## config.mk

```make
export PLATFORM = sky130hd
export DESIGN_NAME = zfifo_sync
export DESIGN_NICKNAME = d
export VERILOG_FILES = /design/src/rtl/zfifo_sync_pkg.sv /design/src/rtl/zfifo_dualport.sv /design/src/rtl/zfifo_sync.sv
export SDC_FILE = /design/constraint.sdc
export NUM_CORES = 1
export LEC_CHECK = 0
export CELL_PAD_IN_SITES_DETAIL_PLACEMENT = 0
export CELL_PAD_IN_SITES_GLOBAL_PLACEMENT = 2
export CORE_ASPECT_RATIO = 0.5
export CORE_UTILIZATION = 40
export CTS_BUF_LIST = sky130_fd_sc_hd__clkbuf_8
export DETAILED_ROUTE_END_ITERATION = 6
export GPL_TIMING_DRIVEN = 0
export PLACE_DENSITY = 0.78
export SYNTH_ARGS = -nofsm -noshare
export SYNTH_HDL_FRONTEND = slang
export SYNTH_SLANG_ARGS = --single-unit
```

## constraint.sdc

```tcl
create_clock -name iClk -period 3.6 [get_ports iClk]
set_input_delay 0.36 -clock iClk [delete_from_list [all_inputs] [get_ports iClk]]
set_output_delay 0.36 -clock iClk [all_outputs]
set_load 0.03 [all_outputs]
```

## src/rtl/zfifo_sync_pkg.sv

```systemverilog
// Shared FIFO definitions: pointer/count width helpers and the registered
// status-flag bundle with its reset value, reusable by other FIFO wrappers.
package zfifo_sync_pkg;

   // Pointer width for a power-of-two depth.
   function automatic int ptr_width(input int depth);
      return $clog2(depth);
   endfunction

   // Occupancy counters need one extra bit so that "exactly full" is representable.
   function automatic int cnt_width(input int ptr_w);
      return ptr_w + 1;
   endfunction

   // Registered status flags carried as one bundle.
   typedef struct packed {
      logic full;
      logic afull;
      logic empty;
      logic drop;
   } fifo_flags_t;

   // Flag values while in reset: an empty FIFO that has refused nothing.
   localparam fifo_flags_t FIFO_FLAGS_RST = '{full: 1'b0, afull: 1'b0, empty: 1'b1, drop: 1'b0};

endpackage : zfifo_sync_pkg

```

## src/rtl/zfifo_dualport.sv

```systemverilog
// Simple dual-port RAM: one synchronous write port and one registered read
// port. No read/write collision handling; the controller must avoid reading
// the address being written in the same cycle. Contents are never cleared.
module zfifo_dualport #(
   parameter int depth      = 64,
   parameter int log2_depth = 6,
   parameter int width      = 8
) (
   input  logic                  iClk,
   input  logic                  iWrEn,
   input  logic [log2_depth-1:0] iWrAddr,
   input  logic [width-1:0]      iWrData,
   input  logic                  iRdEn,
   input  logic [log2_depth-1:0] iRdAddr,
   output logic [width-1:0]      oRdData
);

   logic [width-1:0] mem [depth];
   logic [width-1:0] rd_data_q;

   // Write port: store the word on an enabled write.
   always_ff @(posedge iClk) begin
      if (iWrEn) begin
         mem[iWrAddr] <= iWrData;
      end
   end

   // Read port: output register only updates on an issued read, otherwise holds.
   always_ff @(posedge iClk) begin
      if (iRdEn) begin
         rd_data_q <= mem[iRdAddr];
      end
   end

   assign oRdData = rd_data_q;

endmodule : zfifo_dualport

```

## src/rtl/zfifo_sync.sv

```systemverilog
// Single-clock FIFO controller around zfifo_dualport. Push port on one side,
// first-word-fall-through valid/ready pop port on the other. The RAM output
// register acts as the head slot, so total capacity is depth+1 words.
module zfifo_sync
   import zfifo_sync_pkg::*;
#(
   parameter int depth      = 64,
   parameter int log2_depth = 6,
   parameter int width      = 8,
   parameter int afull_th   = 56
) (
   input  logic                  iClk,
   input  logic                  iRstN,
   input  logic                  iWrEn,
   input  logic [width-1:0]      iWrData,
   output logic                  oFull,
   output logic                  oAlmostFull,
   output logic                  oWrDrop,
   output logic [width-1:0]      oRdData,
   output logic                  oRdValid,
   input  logic                  iRdReady,
   output logic                  oEmpty,
   output logic [log2_depth:0]   oLevel
);

   localparam int              CW      = cnt_width(log2_depth);
   localparam logic [CW-1:0]   DEPTH_C = CW'(depth);
   localparam logic [CW-1:0]   AFULL_C = CW'(afull_th);
   localparam logic [log2_depth-1:0] PTR_ONE = log2_depth'(1);

   logic [log2_depth-1:0] wr_ptr_q, wr_ptr_d;
   logic [log2_depth-1:0] rd_ptr_q, rd_ptr_d;
   logic [CW-1:0]         ram_cnt_q, ram_cnt_d;
   logic [CW-1:0]         level_q, level_d;
   logic                  rd_valid_q, rd_valid_d;
   fifo_flags_t           flags_q, flags_d;
   logic                  wr_acc;
   logic                  rd_issue;

   // Next-state: accept/refuse pushes, issue prefetch reads, derive flags from next counts.
   always_comb begin
      // oFull is registered, so a push is refused even when a pop frees a slot this cycle.
      wr_acc   = iWrEn && !flags_q.full;
      // Only the registered count is consulted: a word written this cycle is not
      // visible to the read side until next cycle, so read and write never collide.
      rd_issue = (ram_cnt_q != '0) && (!rd_valid_q || iRdReady);

      wr_ptr_d   = wr_acc   ? (wr_ptr_q + PTR_ONE) : wr_ptr_q;
      rd_ptr_d   = rd_issue ? (rd_ptr_q + PTR_ONE) : rd_ptr_q;
      ram_cnt_d  = ram_cnt_q + {{(CW-1){1'b0}}, wr_acc} - {{(CW-1){1'b0}}, rd_issue};
      rd_valid_d = rd_issue || (rd_valid_q && !iRdReady);

      flags_d.full  = (ram_cnt_d == DEPTH_C);
      flags_d.afull = (ram_cnt_d >= AFULL_C);
      flags_d.empty = (ram_cnt_d == '0) && !rd_valid_d;
      flags_d.drop  = iWrEn && flags_q.full;
      level_d       = ram_cnt_d + {{(CW-1){1'b0}}, rd_valid_d};
   end

   // State registers with asynchronous active-low clear.
   always_ff @(posedge iClk or negedge iRstN) begin
      if (!iRstN) begin
         wr_ptr_q   <= '0;
         rd_ptr_q   <= '0;
         ram_cnt_q  <= '0;
         rd_valid_q <= 1'b0;
         level_q    <= '0;
         flags_q    <= FIFO_FLAGS_RST;
      end else begin
         wr_ptr_q   <= wr_ptr_d;
         rd_ptr_q   <= rd_ptr_d;
         ram_cnt_q  <= ram_cnt_d;
         rd_valid_q <= rd_valid_d;
         level_q    <= level_d;
         flags_q    <= flags_d;
      end
   end

   zfifo_dualport #(
      .depth      (depth),
      .log2_depth (log2_depth),
      .width      (width)
   ) u_ram (
      .iClk    (iClk),
      .iWrEn   (wr_acc),
      .iWrAddr (wr_ptr_q),
      .iWrData (iWrData),
      .iRdEn   (rd_issue),
      .iRdAddr (rd_ptr_q),
      .oRdData (oRdData)
   );

   assign oFull       = flags_q.full;
   assign oAlmostFull = flags_q.afull;
   assign oWrDrop     = flags_q.drop;
   assign oEmpty      = flags_q.empty;
   assign oRdValid    = rd_valid_q;
   assign oLevel      = level_q;

endmodule : zfifo_sync

```

## Word level (Yosys, flattened, before mapping)

Memories as Yosys holds them, arrays and structs flattened. A register that Yosys moved wholly into a read port is not among the register bits.
Cells that the tools add are included.

| storage, ports and cells | value |
|---|---|
| flip-flop bits (word level) | 31 |
| RAM bits | 512 |
| memories | 1 |
| bits of input ports | 12 |

Memory list:

| name | depth | width | rd ports | clocked after Yosys merged registers in | wr ports | RTL line | RTL |
|---|---|---|---|---|---|---|---|
| u_ram.mem | 64 | 8 | 1 | 1 | 1 | zfifo_dualport.sv:18 | `logic [width-1:0] mem [depth];` |

| operators by class | value |
|---|---|
| add/subtract/negate cells | 5 |
| mux-type cells | 2 |
| reductions and logical operators | 13 |
| $lt $le $gt $ge | 1 |
| equal/unequal tests | 1 |

Operator list:

| cell | number |
|---|---|
| adder 7 x 1 -> 7 bit | 2 |
| adder 6 x 1 -> 6 bit, second input constant | 2 |
| == test 7 bit, second input constant | 1 |
| greater-or-equal comparator 7 x 6 -> 1 bit, second input constant | 1 |
| logical NOT 7 bit | 1 |
| nonzero test 7 bit | 1 |
| subtractor 7 x 1 -> 7 bit | 1 |
| logical AND 1 bit | 5 |
| logical NOT 1 bit | 4 |
| logical OR 1 bit | 2 |
| 2-to-1 mux 1 bit | 2 |

## Longest topological paths before layout

| logic depth | value |
|---|---|
| depth after elaboration | 6 |
| gate-level depth with buffers | 17 |
| depth with buffers taken out | 17 |

## Hierarchy

From an unflattened synthesis, not the netlist that was laid out.

| second synthesis, totals | value |
|---|---|
| cells, all modules | 1067 |
| area, all modules | 21800.9 sq um |

Modules (own cells, without submodules):

| module | cells an instance | area an instance (sq um) | times used |
|---|---|---|---|
| zfifo_dualport | 940 | 20246.9 | 1 |
| zfifo_sync | 127 | 1554.0 | 1 |

## Worst setup path after synthesis

OpenSTA, ideal clock, no wires.

| timing | value |
|---|---|
| path kind | register to register |
| start point | register ram_cnt_q[2] |
| end point | register flags_q (netlist bit oEmpty) |
| library setup time | 82 ps |
| stages on the path, launching flop included | 18 |
| required time | 3518 ps |
| arrival | 3438 ps |
| slack | 80 ps |
| clock period less this slack | 3520 ps |
| path buffers | 0 |
| path through | dfrtp_1 inv_1 ha_1 nand2_1 nor4_1 a21oi_1 ha_1 inv_1 ha_1 inv_1 fa_1 nor2b_1 o311a_1 nor2_1 o21ba_2 xor2_1 inv_1 nor3_1 |

RTL lines:

| item | RTL line | RTL |
|---|---|---|
| start: declaration | zfifo_sync.sv:33 | `logic [CW-1:0] ram_cnt_q, ram_cnt_d;` |
| start signal: assignment | zfifo_sync.sv:72 | `ram_cnt_q <= ram_cnt_d;` |
| end signal: assignment | zfifo_sync.sv:75 | `flags_q <= flags_d;` |
| end: declaration | zfifo_sync.sv:36 | `fifo_flags_t flags_q, flags_d;` |

==> impl_metrics.tcl <==
set metrics [dict create \
    run_status "complete, no violations" \
    io_pins 32 \
    rsz0062_at_grt "false" \
    cpMostUsedCell "inv_1" \
    drive_gt1_share_pct 21.3 \
    synth_edf_count 520 \
    first_pass_iters 5 \
    synth.distinct_cells 55 \
    dpl.hpwl_um 35500 \
    finalSetupTns_ns 0 \
    p_per_area_nw_per_um2 776 \
    min_path_type "in2reg" \
    use_met3_pct 3.76 \
    use_met2_pct 28.6 \
    worstHoldEndpoint "u_ram.mem[31][3]" \
    gp_congestion 0.884 \
    synth.area.mux_share_pct 14.4 \
    grtUsageMet1_pct 29.1 \
    critPathSlowestCell "fa_1" \
    ys_top_cells_by_area "edfxtp_1 (72%), mux4_2 (9.9%), mux2i_1 (3.8%)" \
    rrSetupSlack_ns 0.37 \
    top_usage_layer "met1" \
    startpoint_type "flop" \
    cts_tree "done" \
    critPathBufInv 4 \
    ys_ff_latch 551 \
    track_usage_pct 19.2 \
    drtIter0Drc 1238 \
    crit_path_start "ram_cnt_q[2]" \
    root_buffer "clkbuf_8" \
    tightest_slew_ns 1.28 \
    finalPower_w 0.0191 \
    cap_violations 0 \
    fp.dieArea_um2 55300 \
    viasPerCell 5.58 \
    holdPathStages 1 \
    slew_headroom_pct 14.2 \
    synth_xor_area_share_pct 0.766 \
    grt_first_pass_wirelength_um 76600 \
    period_needed_ns 3.23 \
    portBuffers 31 \
    path_max_fanout 4 \
    p_leak_nw 8.14 \
    synth_compound_area_share_pct 3.15 \
    antenna_found_initial 0 \
    grt_pass1_vias 11200 \
    clkLatencyLatePin_ns 0.65 \
    synth-adder-area-share_pct 0.841 \
    grt_max_degree 57 \
    synthSimpleGateAreaFrac_pct 3.35 \
    end_kind "flop" \
    seq_area_frac_synth_pct 75.5 \
    fp.dieW_um 331 \
    r2r_cells 17 \
    h-tree-depth 3 \
    max-vdd-ir-drop_v 0.000486 \
    diodes 0 \
    post_cts_buffers 0 \
    ant_nets 0 \
    synth_nets 1134 \
    r2r-start "ram_cnt_q[2]" \
    dp_slack_ns -0.399 \
    finalClockSkew_ns 0.0363 \
    synth_top_family_by_area "multiplexers" \
    cp_data_required_time_ns 4.16 \
    dr_total_vias 11100 \
    layout.nets 1258 \
    critPathKind "reg2reg" \
    clkTransAtPathRegs_ns 0.07 \
    yosys_warnings 0 \
    slowest_delay_ns 0.43 \
    routedWlPerCell_um 26.2 \
    postSynthAreaPerCell_um2 19.6 \
    syn-cell-area_um2 21700 \
    final_common_cell "edfxtp_1" \
    drcViolationCount 0 \
    start_util_pct 41.1 \
    syn_inst 1108 \
    setup_viol 0 \
    hold_viol_final 0 \
    path_cells "inv_1 > ha_1 > nand2_1 > nor4_2 > a21oi_2 > ha_1 > inv_1 > ha_1 > inv_1 > fa_1 > nor2b_1 > o311a_1 > nor2_1 > o21ba_2 > xor2_2 > inv_1 > nor3_1" \
    ys.flop_type "edfxtp_1" \
    slew_viol_final 0 \
    min_period_over_period_pct 89.8 \
    async_flop_share_pct 5.63 \
    post-synth-top-area-cell "edfxtp_1" \
    drt-total-wl_um 52400 \
    die_h_um 167 \
    cts_made_buffers 81 \
    yosysTopAreaCellShare_pct 71.9 \
    crit_family "adder cells" \
    core-area_um2 52800 \
    rows 59 \
    worst_slack_ns 0.369 \
    hold_ws_ns 0.0740 \
    cts_buffer_depth 3 \
    syn_to_final_growth_pct 13.4 \
    timing.rr.end "oEmpty" \
    min-delay-start "iWrData[3]" \
    grt-ovfl-total 0 \
    final_cell_mix "edfxtp_1 (520), mux4_2 (95), clkbuf_8 (84)" \
    crit_arrival_ns 3.79 \
    cts.sinks 551 \
    max_freq_mhz 309 \
]
-- logic make-up after synthesis --
logic type                 count (synthesis)
buffers and inverters                     72
muxes                                    190
xor gates and xnor gates                  19
and+or+nand+nor                          163
adders and majority gates                 14
AOI/OAI and AO/OA                         99
DFF                                      551
-- metal layers --
metal	vias up	share of wire, %
met3	67	7.8
met1	5842	46
met5	-	0
li1	4740	-
met4	0	1.8
met2	493	45
-- registers in the layout, summed over array words and instances (netlist names) --
register and cells:
oAlmostFull 1, oEmpty 1, oFull 1, oLevel 7
oRdValid 1, oWrDrop 1, ram_cnt_q 7, rd_ptr_q 6
u_ram.mem 512, u_ram.oRdData 8, wr_ptr_q 6
-- report_power, final --
part / total [W] / switching, W / internal (W)
combinational: 0.00661 / 0.00403 / 0.00258
sequential: 0.00763 / 0.000146 / 0.00749
clock: 0.00486 / 0.00239 / 0.00247
total: 0.0191 / 0.00657 / 0.0125
-- worst max-delay path by stage --
stage	slack (ns)	cells past startpoint	to
after global placement	-1.33	15	oEmpty
after global routing	0.01	17	oEmpty
final	0.37	17	oEmpty
after detailed placement	-0.40	15	oEmpty
after floorplan	0.08	17	oEmpty
after CTS	0.11	17	oEmpty
-- cells in the mapped netlist, drive strengths merged, types with 2 or more instances --
master,n
dfrtp,30
a21oi,11
nor3,9
xor2,5
or3b,3
o41ai,2
xnor2,14
a31oi,6
a22oi,6
mux4,97
o221ai,2
clkbuf,18
mux2,11
mux2i,82
a211o,10
nand3b,4
buf,38
nor2b,5
nand2b,5
nor2,83
ha,13
o22ai,34
a2111oi,5
nand2,33
nor4,2
and2,3
or2,2
and3,2
edfxtp,520
a211oi,10
o21ai,7
inv,16
nand3,8
nand4,2
-- worst register-to-register path: stages, from the launching register on --
cell and delay, ns:
dfrtp_1 0.38, inv_1 0.09, ha_1 0.15, nand2_1 0.07, nor4_2 0.21, a21oi_2 0.09
ha_1 0.30, inv_1 0.06, ha_1 0.18, inv_1 0.07, fa_1 0.43, nor2b_1 0.19
o311a_1 0.19, nor2_1 0.05, o21ba_2 0.21, xor2_2 0.23, inv_1 0.09, nor3_1 0.20
-- final cells by class --
type | instances | area, um^2
clock inverter | 62 | 380
buffer | 56 | 364
timing repair buffer | 41 | 465
inverter | 16 | 60.1
tap | 701 | 877
fill | 4330 | 28200
clock buffer | 84 | 1160
sequential | 551 | 16400
multi-input combinational | 485 | 4920
-- metrics by stage --
| step | area, um^2 | utilization (%) | std cells |
|---|---|---|---|
| floorplan | 21700 | - | 1108 |
| finish | 24600 | 46.6 | 1996 |
| global route | 24600 | 46.6 | 1996 |
| detailed placement | 23000 | 43.7 | 1849 |
| CTS | 24600 | 46.6 | 1996 |
| global placement | 22900 | 43.4 | 1840 |
-- timing repair --
action,in CTS,in global routing
setup endpoints to repair,0,4
hold endpoints to repair,30,0
resized for setup,0,3
hold buffers,1,0
Note: power is estimated with default switching activity, not from simulation.
